<file path="config.mk">
export PLATFORM = sky130hd
export DESIGN_NAME = game_ctrl
export DESIGN_NICKNAME = d
export VERILOG_FILES = /design/src/rtl/game_pkg.sv /design/src/rtl/missile_slot_arb.sv /design/src/rtl/game_ctrl.sv
export SDC_FILE = /design/constraint.sdc
export NUM_CORES = 1
export LEC_CHECK = 0
export BUFFER_PORTS_ARGS = -buffer_cell sky130_fd_sc_hd__buf_2
export CAP_MARGIN = 20
export CORE_MARGIN = 5
export CORE_UTILIZATION = 53
export DETAILED_ROUTE_END_ITERATION = 12
export PLACE_DENSITY = 0.79
export SLEW_MARGIN = 25
export SYNTH_ARGS = -nofsm -noshare
export SYNTH_HDL_FRONTEND = slang
export SYNTH_HIERARCHICAL = 1
export SYNTH_SLANG_ARGS = --single-unit
</file>
<file path="constraint.sdc">
create_clock -name vga_clk_i -period 4.2 [get_ports vga_clk_i]
set_clock_uncertainty 0.05 [all_clocks]
set_input_delay 0.21 -clock vga_clk_i [delete_from_list [all_inputs] [get_ports vga_clk_i]]
set_output_delay 0.21 -clock vga_clk_i [all_outputs]
set_load 0.03 [all_outputs]
</file>
<file path="src/rtl/game_pkg.sv">
// Shared types and defaults for the Space Invaders game controller.
// Latency: n/a (types and constants only).
// Backpressure: n/a.
package game_pkg;

  typedef enum logic [1:0] {
    GS_PLAY    = 2'd0,
    GS_WIN     = 2'd1,
    GS_LOSE    = 2'd2,
    GS_RESTART = 2'd3
  } game_state_e;

  localparam int N_ALIENS    = 5;
  localparam int N_MISSILES  = 8;
  localparam int HOLD_FRAMES = 120;

  // Score never wraps: a long winning streak pins at 255.
  function automatic logic [7:0] sat_add8(input logic [7:0] a, input logic [7:0] b);
    logic [8:0] s;
    s = {1'b0, a} + {1'b0, b};
    return s[8] ? 8'hFF : s[7:0];
  endfunction

endpackage

</file>
<file path="src/rtl/missile_slot_arb.sv">
// Picks the lowest free missile slot on a fire request; otherwise flags a drop.
// Latency: grant / drop registered, 1 cycle after fire_vld.
// Backpressure: none; a request with no eligible slot is dropped, never queued.
module missile_slot_arb #(
  parameter int N_MISSILES = 8
) (
  input  logic                  vga_clk_i,
  input  logic                  vga_rst_i,
  input  logic                  fire_vld,
  input  logic [N_MISSILES-1:0] busy,
  output logic [N_MISSILES-1:0] launch,
  output logic                  drop
);

  logic [N_MISSILES-1:0] free;
  logic [N_MISSILES-1:0] grant;
  logic                  found;

  // The slot granted last cycle is still shown idle by the player block, so mask it out.
  always_comb begin
    free  = ~busy & ~launch;
    grant = '0;
    found = 1'b0;
    for (int i = 0; i < N_MISSILES; i++) begin
      if (free[i] && !found) begin
        grant[i] = 1'b1;
        found    = 1'b1;
      end
    end
  end

  // Register the one-hot launch or the drop pulse; both are single-cycle.
  always_ff @(posedge vga_clk_i or negedge vga_rst_i) begin
    if (!vga_rst_i) begin
      launch <= '0;
      drop   <= 1'b0;
    end else begin
      launch <= fire_vld ? grant : '0;
      drop   <= fire_vld & ~found;
    end
  end

endmodule

</file>
<file path="src/rtl/game_ctrl.sv">
// Game flow controller: accumulates alien/missile hits per frame, commits kills at frame start, sequences PLAY/WIN/LOSE/RESTART.
// Latency: all outputs registered; commit 1 cycle after frame_start_i, launch/drop 1 cycle after fire_i.
// Backpressure: none; fires with no free slot (or outside PLAY) are dropped.
module game_ctrl
  import game_pkg::*;
#(
  parameter int N_ALIENS    = game_pkg::N_ALIENS,
  parameter int N_MISSILES  = game_pkg::N_MISSILES,
  parameter int HOLD_FRAMES = game_pkg::HOLD_FRAMES
) (
  input  logic                  vga_clk_i,
  input  logic                  vga_rst_i,
  input  logic                  frame_start_i,
  input  logic                  video_on_i,
  input  logic [N_ALIENS-1:0]   alien_active_i,
  input  logic [N_MISSILES-1:0] missile_active_i,
  input  logic [N_MISSILES-1:0] missile_busy_i,
  input  logic                  aliens_landed_i,
  input  logic                  fire_i,
  output logic [N_ALIENS-1:0]   alien_alive_o,
  output logic [N_MISSILES-1:0] missile_launch_o,
  output logic [N_MISSILES-1:0] missile_kill_o,
  output logic                  fire_drop_o,
  output logic [1:0]            game_state_o,
  output logic [7:0]            score_o,
  output logic                  restart_o
);

  localparam int HW = (HOLD_FRAMES < 2) ? 1 : $clog2(HOLD_FRAMES);

  game_state_e           state;
  logic [N_ALIENS-1:0]   alive;
  logic [N_ALIENS-1:0]   pend_kill;
  logic [N_MISSILES-1:0] pend_mkill;
  logic [7:0]            score;
  logic [HW-1:0]         hold_cnt;

  logic                  in_play;
  logic [N_ALIENS-1:0]   alive_hit;
  logic                  hit_vld;
  logic [N_ALIENS-1:0]   hit_kill;
  logic [N_MISSILES-1:0] hit_mkill;
  logic [N_ALIENS-1:0]   post_alive;
  logic [N_ALIENS-1:0]   commit_mask;
  logic [7:0]            kill_cnt;
  logic                  hold_done;

  // Per-pixel hit qualification and commit-time arithmetic.
  always_comb begin
    in_play     = (state == GS_PLAY);
    alive_hit   = alive & alien_active_i;
    hit_vld     = in_play & video_on_i & (|missile_active_i) & (|alive_hit);
    hit_kill    = hit_vld ? alive_hit : '0;
    hit_mkill   = hit_vld ? missile_active_i : '0;
    post_alive  = alive & ~pend_kill;
    commit_mask = pend_kill & alive;
    kill_cnt    = 8'd0;
    for (int i = 0; i < N_ALIENS; i++) begin
      kill_cnt = kill_cnt + {7'd0, commit_mask[i]};
    end
    hold_done   = (hold_cnt == HW'(HOLD_FRAMES - 1));
  end

  // Pending masks: a hit on the frame_start cycle seeds the next frame rather than the committing one.
  always_ff @(posedge vga_clk_i or negedge vga_rst_i) begin
    if (!vga_rst_i) begin
      pend_kill  <= '0;
      pend_mkill <= '0;
    end else if (!in_play) begin
      pend_kill  <= '0;
      pend_mkill <= '0;
    end else if (frame_start_i) begin
      pend_kill  <= hit_kill;
      pend_mkill <= hit_mkill;
    end else begin
      pend_kill  <= pend_kill | hit_kill;
      pend_mkill <= pend_mkill | hit_mkill;
    end
  end

  // Game FSM with frame commit, hold timer, score and restart pulse.
  always_ff @(posedge vga_clk_i or negedge vga_rst_i) begin
    if (!vga_rst_i) begin
      state          <= GS_PLAY;
      alive          <= '1;
      score          <= 8'd0;
      hold_cnt       <= '0;
      missile_kill_o <= '0;
      restart_o      <= 1'b0;
    end else begin
      missile_kill_o <= '0;
      restart_o      <= 1'b0;
      case (state)
        GS_PLAY: begin
          if (frame_start_i) begin
            alive          <= post_alive;
            missile_kill_o <= pend_mkill;
            score          <= sat_add8(score, kill_cnt);
            // Clearing the board wins even if the aliens landed on the same frame.
            if (post_alive == '0) begin
              state <= GS_WIN;
            end else if (aliens_landed_i) begin
              state <= GS_LOSE;
            end
          end
        end
        GS_WIN, GS_LOSE: begin
          if (frame_start_i) begin
            if (hold_done) begin
              state     <= GS_RESTART;
              hold_cnt  <= '0;
              restart_o <= 1'b1;
              alive     <= '1;
              if (state == GS_LOSE) begin
                score <= 8'd0;
              end
            end else begin
              hold_cnt <= hold_cnt + 1'b1;
            end
          end
        end
        GS_RESTART: begin
          state <= GS_PLAY;
        end
        default: begin
          state <= GS_PLAY;
        end
      endcase
    end
  end

  missile_slot_arb #(
    .N_MISSILES(N_MISSILES)
  ) u_arb (
    .vga_clk_i(vga_clk_i),
    .vga_rst_i(vga_rst_i),
    .fire_vld (fire_i & in_play),
    .busy     (missile_busy_i),
    .launch   (missile_launch_o),
    .drop     (fire_drop_o)
  );

  assign alien_alive_o = alive;
  assign game_state_o  = state;
  assign score_o       = score;

endmodule

</file>
* Yosys cells after proc, flatten, opt, wreduce, memory -nomap -nowiden *
Index checks and enable logic that the tools add are counted.

cells by class
  equal/unequal tests = 9
  reduce and logical (&&, ||, !) cells = 24
  add/sub/neg operators = 6
  bitwise gates (word level) = 15
  mux-type cells = 44

operator list
  cell                                         number
  2-to-1 mux 8 bit                             11
  2-to-1 mux 5 bit                             6
  2-to-1 mux 1 bit                             18
  inverter 8 bit                               2
  one-hot mux 8 bit (2 select lines)           1
  AND 5 bit                                    3
  2-to-1 mux 2 bit                             5
  one-hot mux 5 bit (2 select lines)           1
  adder 8 x 5 -> 9 bit                         1
  AND 8 bit                                    1
  != test 2 bit, second input constant         4
  bitwise OR 8 bit                             1
  AND reduction 4 bit                          2
  OR reduction 8 bit                           1
  adder 7 x 1 -> 7 bit, second input constant  1
  == test 7 bit, second input constant         1
  logical AND 1 bit                            7
  zero test 1 bit                              7
  2-to-1 mux 7 bit                             1
  one-hot mux 2 bit (3 select lines)           1
  adder 4 x 1 -> 5 bit                         1
  AND 1 bit                                    5
  zero test 5 bit                              1
  inverter 5 bit                               1
  other kinds (14)                             15

storage, ports and cells
  register bits after elaboration = 53

* Longest topological paths before layout *
  depth in word-level cells = 26
  mapped depth = 10
  gate-level depth less buffers = 10

* By module *
Netlist, hierarchy kept.

by module, submodules not included
  module            area an instance (um2)  times used  cells an instance
  game_ctrl         2,170.8                 1           193
  missile_slot_arb  362.8                   1           28

* Worst setup path after synthesis *
OpenSTA, ideal clock, no wires.

  path type = reg2reg
  start = register alive[0], in the netlist alien_alive_o[0]
  end = register score[3], in the netlist score_o[3]
  cell stages (with the launch flop) = 11
  library setup time = 0.129 ns
  path buffers = 0
  period minus slack after synthesis = 3.654 ns
  slack = 0.546 ns
  arrival time = 3.476 ns
  path through = dfstp_2 and2_1 fa_1 fa_1 ha_1 fa_1 a21oi_2 and4b_1 and3_1 and2_1 a2111o_1

between the ends
  word-level cells in the longest chain between the ends = 9

RTL lines
  element                             line             RTL
  from (decl)                         game_ctrl.sv:32  logic [N_ALIENS-1:0] alive;
  from (signal assigned)              game_ctrl.sv:96  alive <= post_alive;
  AND 5 bit                           game_ctrl.sv:56  commit_mask = pend_kill & alive;
  adder 1 x 1 -> 2 bit                game_ctrl.sv:59  kill_cnt = kill_cnt + {7'd0, commit_mask[i]};
  adder 2 x 1 -> 3 bit                game_ctrl.sv:59
  adder 3 x 1 -> 4 bit                game_ctrl.sv:59
  adder 4 x 1 -> 5 bit                game_ctrl.sv:59
  adder 8 x 5 -> 9 bit                game_pkg.sv:20   s = {1'b0, a} + {1'b0, b};
  2-to-1 mux 8 bit                    game_pkg.sv:21   return s[8] ? 8'hFF : s[7:0];
  2-to-1 mux 8 bit                    game_ctrl.sv:95  if (frame_start_i) begin
  one-hot mux 8 bit (2 select lines)  game_ctrl.sv:93  case (state)
  to (signal assigned)                game_ctrl.sv:98  score <= sat_add8(score, kill_cnt);
  to (decl)                           game_ctrl.sv:35  logic [7:0] score;

Every way passes these cells. The select of a mux whose other input is x is not followed.
A chain may end at the register's enable or synchronous reset.

* Worst setup path in the final report *
  start = register alive[0], in the netlist alien_alive_o[0]
  end = register score[4], in the netlist score_o[4]

Same word-level chain as after synthesis.

==> impl_metrics.json <==
{
  "status": "finished, final reports clean",
  "wl_um": 5355,
  "via_per_inst": 5.749,
  "cp.arrival_ps": 3850,
  "cpMaxStageDelayCell": "dfstp_2",
  "ys_seq_elements": 53,
  "synth-edff-count": 0,
  "antenna_found_initial": 0,
  "met1_length_um": 2246,
  "numPortBuffers": 59,
  "crit_path_end_kind": "flip-flop",
  "rr_worst_depth": 10,
  "synth-main-ff-cell": "dfrtp_1",
  "diodes": 0,
  "drc_errors": 0,
  "ys_warn_count": 6,
  "start_kind": "flip-flop",
  "slew_headroom": 0.4055,
  "hold_class": "input pin to flip-flop",
  "hold_viol": 0,
  "hpwl_um": 3964,
  "final_common_cell": "buf_2",
  "vias": 1949,
  "hold_start": "missile_busy_i[7]",
  "wl_per_cell_um": 15.80,
  "post_cts_resized": 0,
  "ios": 60,
  "grt.overflow.total": 0,
  "detail-route-antenna-nets": 0,
  "tightest_slew_ps": 888.5,
  "maxCapViolCount": 0,
  "cp_slowest_stage_delay_ps": 590,
  "powerDensity_mw_per_mm2": 331.4,
  "clockRootBuffer": "clkbuf_8",
  "h-tree-depth": 2,
  "fin_nets": 322,
  "drtPass1Iterations": 4,
  "worst_skew_pair.late_latency_ps": 300,
  "crit_type": "flip-flop to flip-flop",
  "netlist_instances": 221,
  "fp.dieH_um": 79.14,
  "num_rows": 25,
  "period_needed_ps": 3702,
  "area_delta_synth_final_pct": 18.52,
  "clock-sinks": 53,
  "crit_fanout": 6,
  "clock.fmax_ghz": 0.2701,
  "grt_max_degree": 54,
  "die_x_um": 79.14,
  "fin_crit_sh": 0.8815,
  "ir_drop_v": 0.0002233,
  "slew_violations": 0,
  "routed-wl-met3_um": 298,
  "rsz0062_at_grt": "no",
  "r2r-end": "score_o[4]",
  "cts_tree": "done",
  "crit_path_frequent_cell": "fa_1",
  "most-common-layout-cells": "59 x buf_2, 48 x dfrtp_1, 16 x nor2_1",
  "routed.top_layer": "met4",
  "p_leak_nw": 1.561,
  "clk_pin_slew_ps": 100,
  "hold_depth": 2,
  "holdPathEnd": "u_arb/launch[7]",
  "cts_buffers": 5,
  "startpoint": "alien_alive_o[0]",
  "core-area_mm2": 0.004692,
  "gp_congestion": 0.8409,
  "avgSynthCellArea_um2": 11.46,
  "grt_pass1_vias": 1966,
  "cp_cell_sequence": "and2_1 > fa_1 > fa_1 > ha_1 > fa_1 > a21oi_2 > and4b_1 > and3_1 > and2_1 > a2111o_1",
  "synth_cell_types": 55,
  "whs_ps": 8.970,
  "dieArea_mm2": 0.006263,
  "async_reset_ff_frac": 1.000,
  "syn_area_mm2": 0.002534,
  "final-setup-viol-count": 0,
  "wl_met2_um": 2749,
  "synthesis.nets": 259,
  "grt_usage": 0.1844,
  "timing.rr.start": "alien_alive_o[0]",
  "drt_iter0_markers": 202,
  "critPathTopFamily": "adder cells",
  "drive_above_1_share": 0.3158,
  "grt_pass1_wl_um": 9177,
  "tns_ps": 0,
  "synth_seq_area_share": 0.5259,
  "reg2reg_slack_ps": 500,
  "floorplan.initialDensity": 0.5400,
  "crit_buf_inv": 0,
  "required_ps": 4350,
  "clock_path_buffers": 2
}
-- repair_timing --
| action | 4_1_cts | 5_1_grt |
|---|---|---|
| setup buffers | 0 | 0 |
| hold endpoints to repair | 48 | 2 |
| hold buffers | 1 | 2 |
-- state kept, by name, summed over array words and instances (netlist names) --
signal,count
u_arb/drop,1
restart_o,1
game_state_o,2
u_arb/launch,8
score_o,8
missile_kill_o,8
alien_alive_o,5
pend_kill,5
hold_cnt,7
pend_mkill,8
-- logic make-up (layout without fill, tap and decap cells) --
kind of cell / Yosys count / in the layout / synth area share
AO/OA/AOI/OAI: 59 / 59 / 0.1827
AND/OR/NAND/NOR: 79 / 79 / 0.1822
XOR/XNOR: 2 / 2 / 0.006915
multiplexers: 2 / 2 / 0.008395
buffers and inverters: 15 / 79 / 0.03062
flip-flops: 53 / 53 / 0.5259
adder cells (fa/ha/maj): 11 / 11 / 0.06321
-- worst max-delay path by stage --
stage                 endpoint  depth (start not counted)
finish              score_o[4]                         10
global placement    score_o[4]                         10
global route        score_o[3]                         10
CTS                 score_o[4]                         10
floorplan           score_o[3]                         10
detailed placement  score_o[4]                         10
-- final cells by class --
cell class | count | area (µm²)
clock buffer | 5 | 68.82
clock inverter | 3 | 47.55
fill | 382 | 1689
inverter | 8 | 30.03
multi-input combinational | 153 | 1124
sequential | 53 | 1333
tap | 54 | 67.56
timing repair buffer | 63 | 332.8
-- synthesized netlist by cell type, drive strengths merged, types with 2 or more instances --
library cell  count  area share
a32o              5       0.020
clkbuf            5       0.011
dfstp             5       0.052
nand2            11       0.019
fa                3       0.024
nor3              6       0.016
a21o              3      0.0099
and3             12       0.030
ha                8       0.040
nand4             2      0.0049
a2111o            2      0.0089
nor2             16       0.024
buf               2      0.0074
nand3             7       0.016
a22o              8       0.028
dfrtp            48        0.47
o31ai             4       0.012
nor4              4       0.012
and2             10       0.026
inv               8       0.012
o22ai             3       0.013
nand2b            4      0.0099
a222oi            2      0.0079
o2bb2ai           3       0.010
a21oi            13       0.027
o21ai             8       0.016
-- power by group --
part | internal, mW | switching [mW]
clock network | 0.182 | 0.171
logic | 0.0349 | 0.0433
registers | 0.534 | 0.0299
-- stage by stage --
stage | setup WS (ps) | std cells | power, mW | utilization | instance area, µm²
floorplan | 545.8 | 221 | 0.6100 | - | 2534
global placement | 552.4 | 328 | 0.6449 | 0.6088 | 2856
detailed placement | 507.4 | 328 | 0.6505 | 0.6088 | 2856
CTS | 492.9 | 337 | 1.002 | 0.6357 | 2983
global route | 347.8 | 339 | 1.050 | 0.6400 | 3003
finish | 497.8 | 339 | 0.9950 | 0.6400 | 3003
-- routing by layer --
| layer | global-route usage | up-vias |
|---|---|---|
| met2 | 0.3173 | 52 |
| met4 | 0.05155 | 0 |
| met3 | 0.03401 | 5 |
| met1 | 0.2381 | 938 |
| li1 | - | 954 |
| met5 | 0 | - |
(Power assumes the default switching activity.)
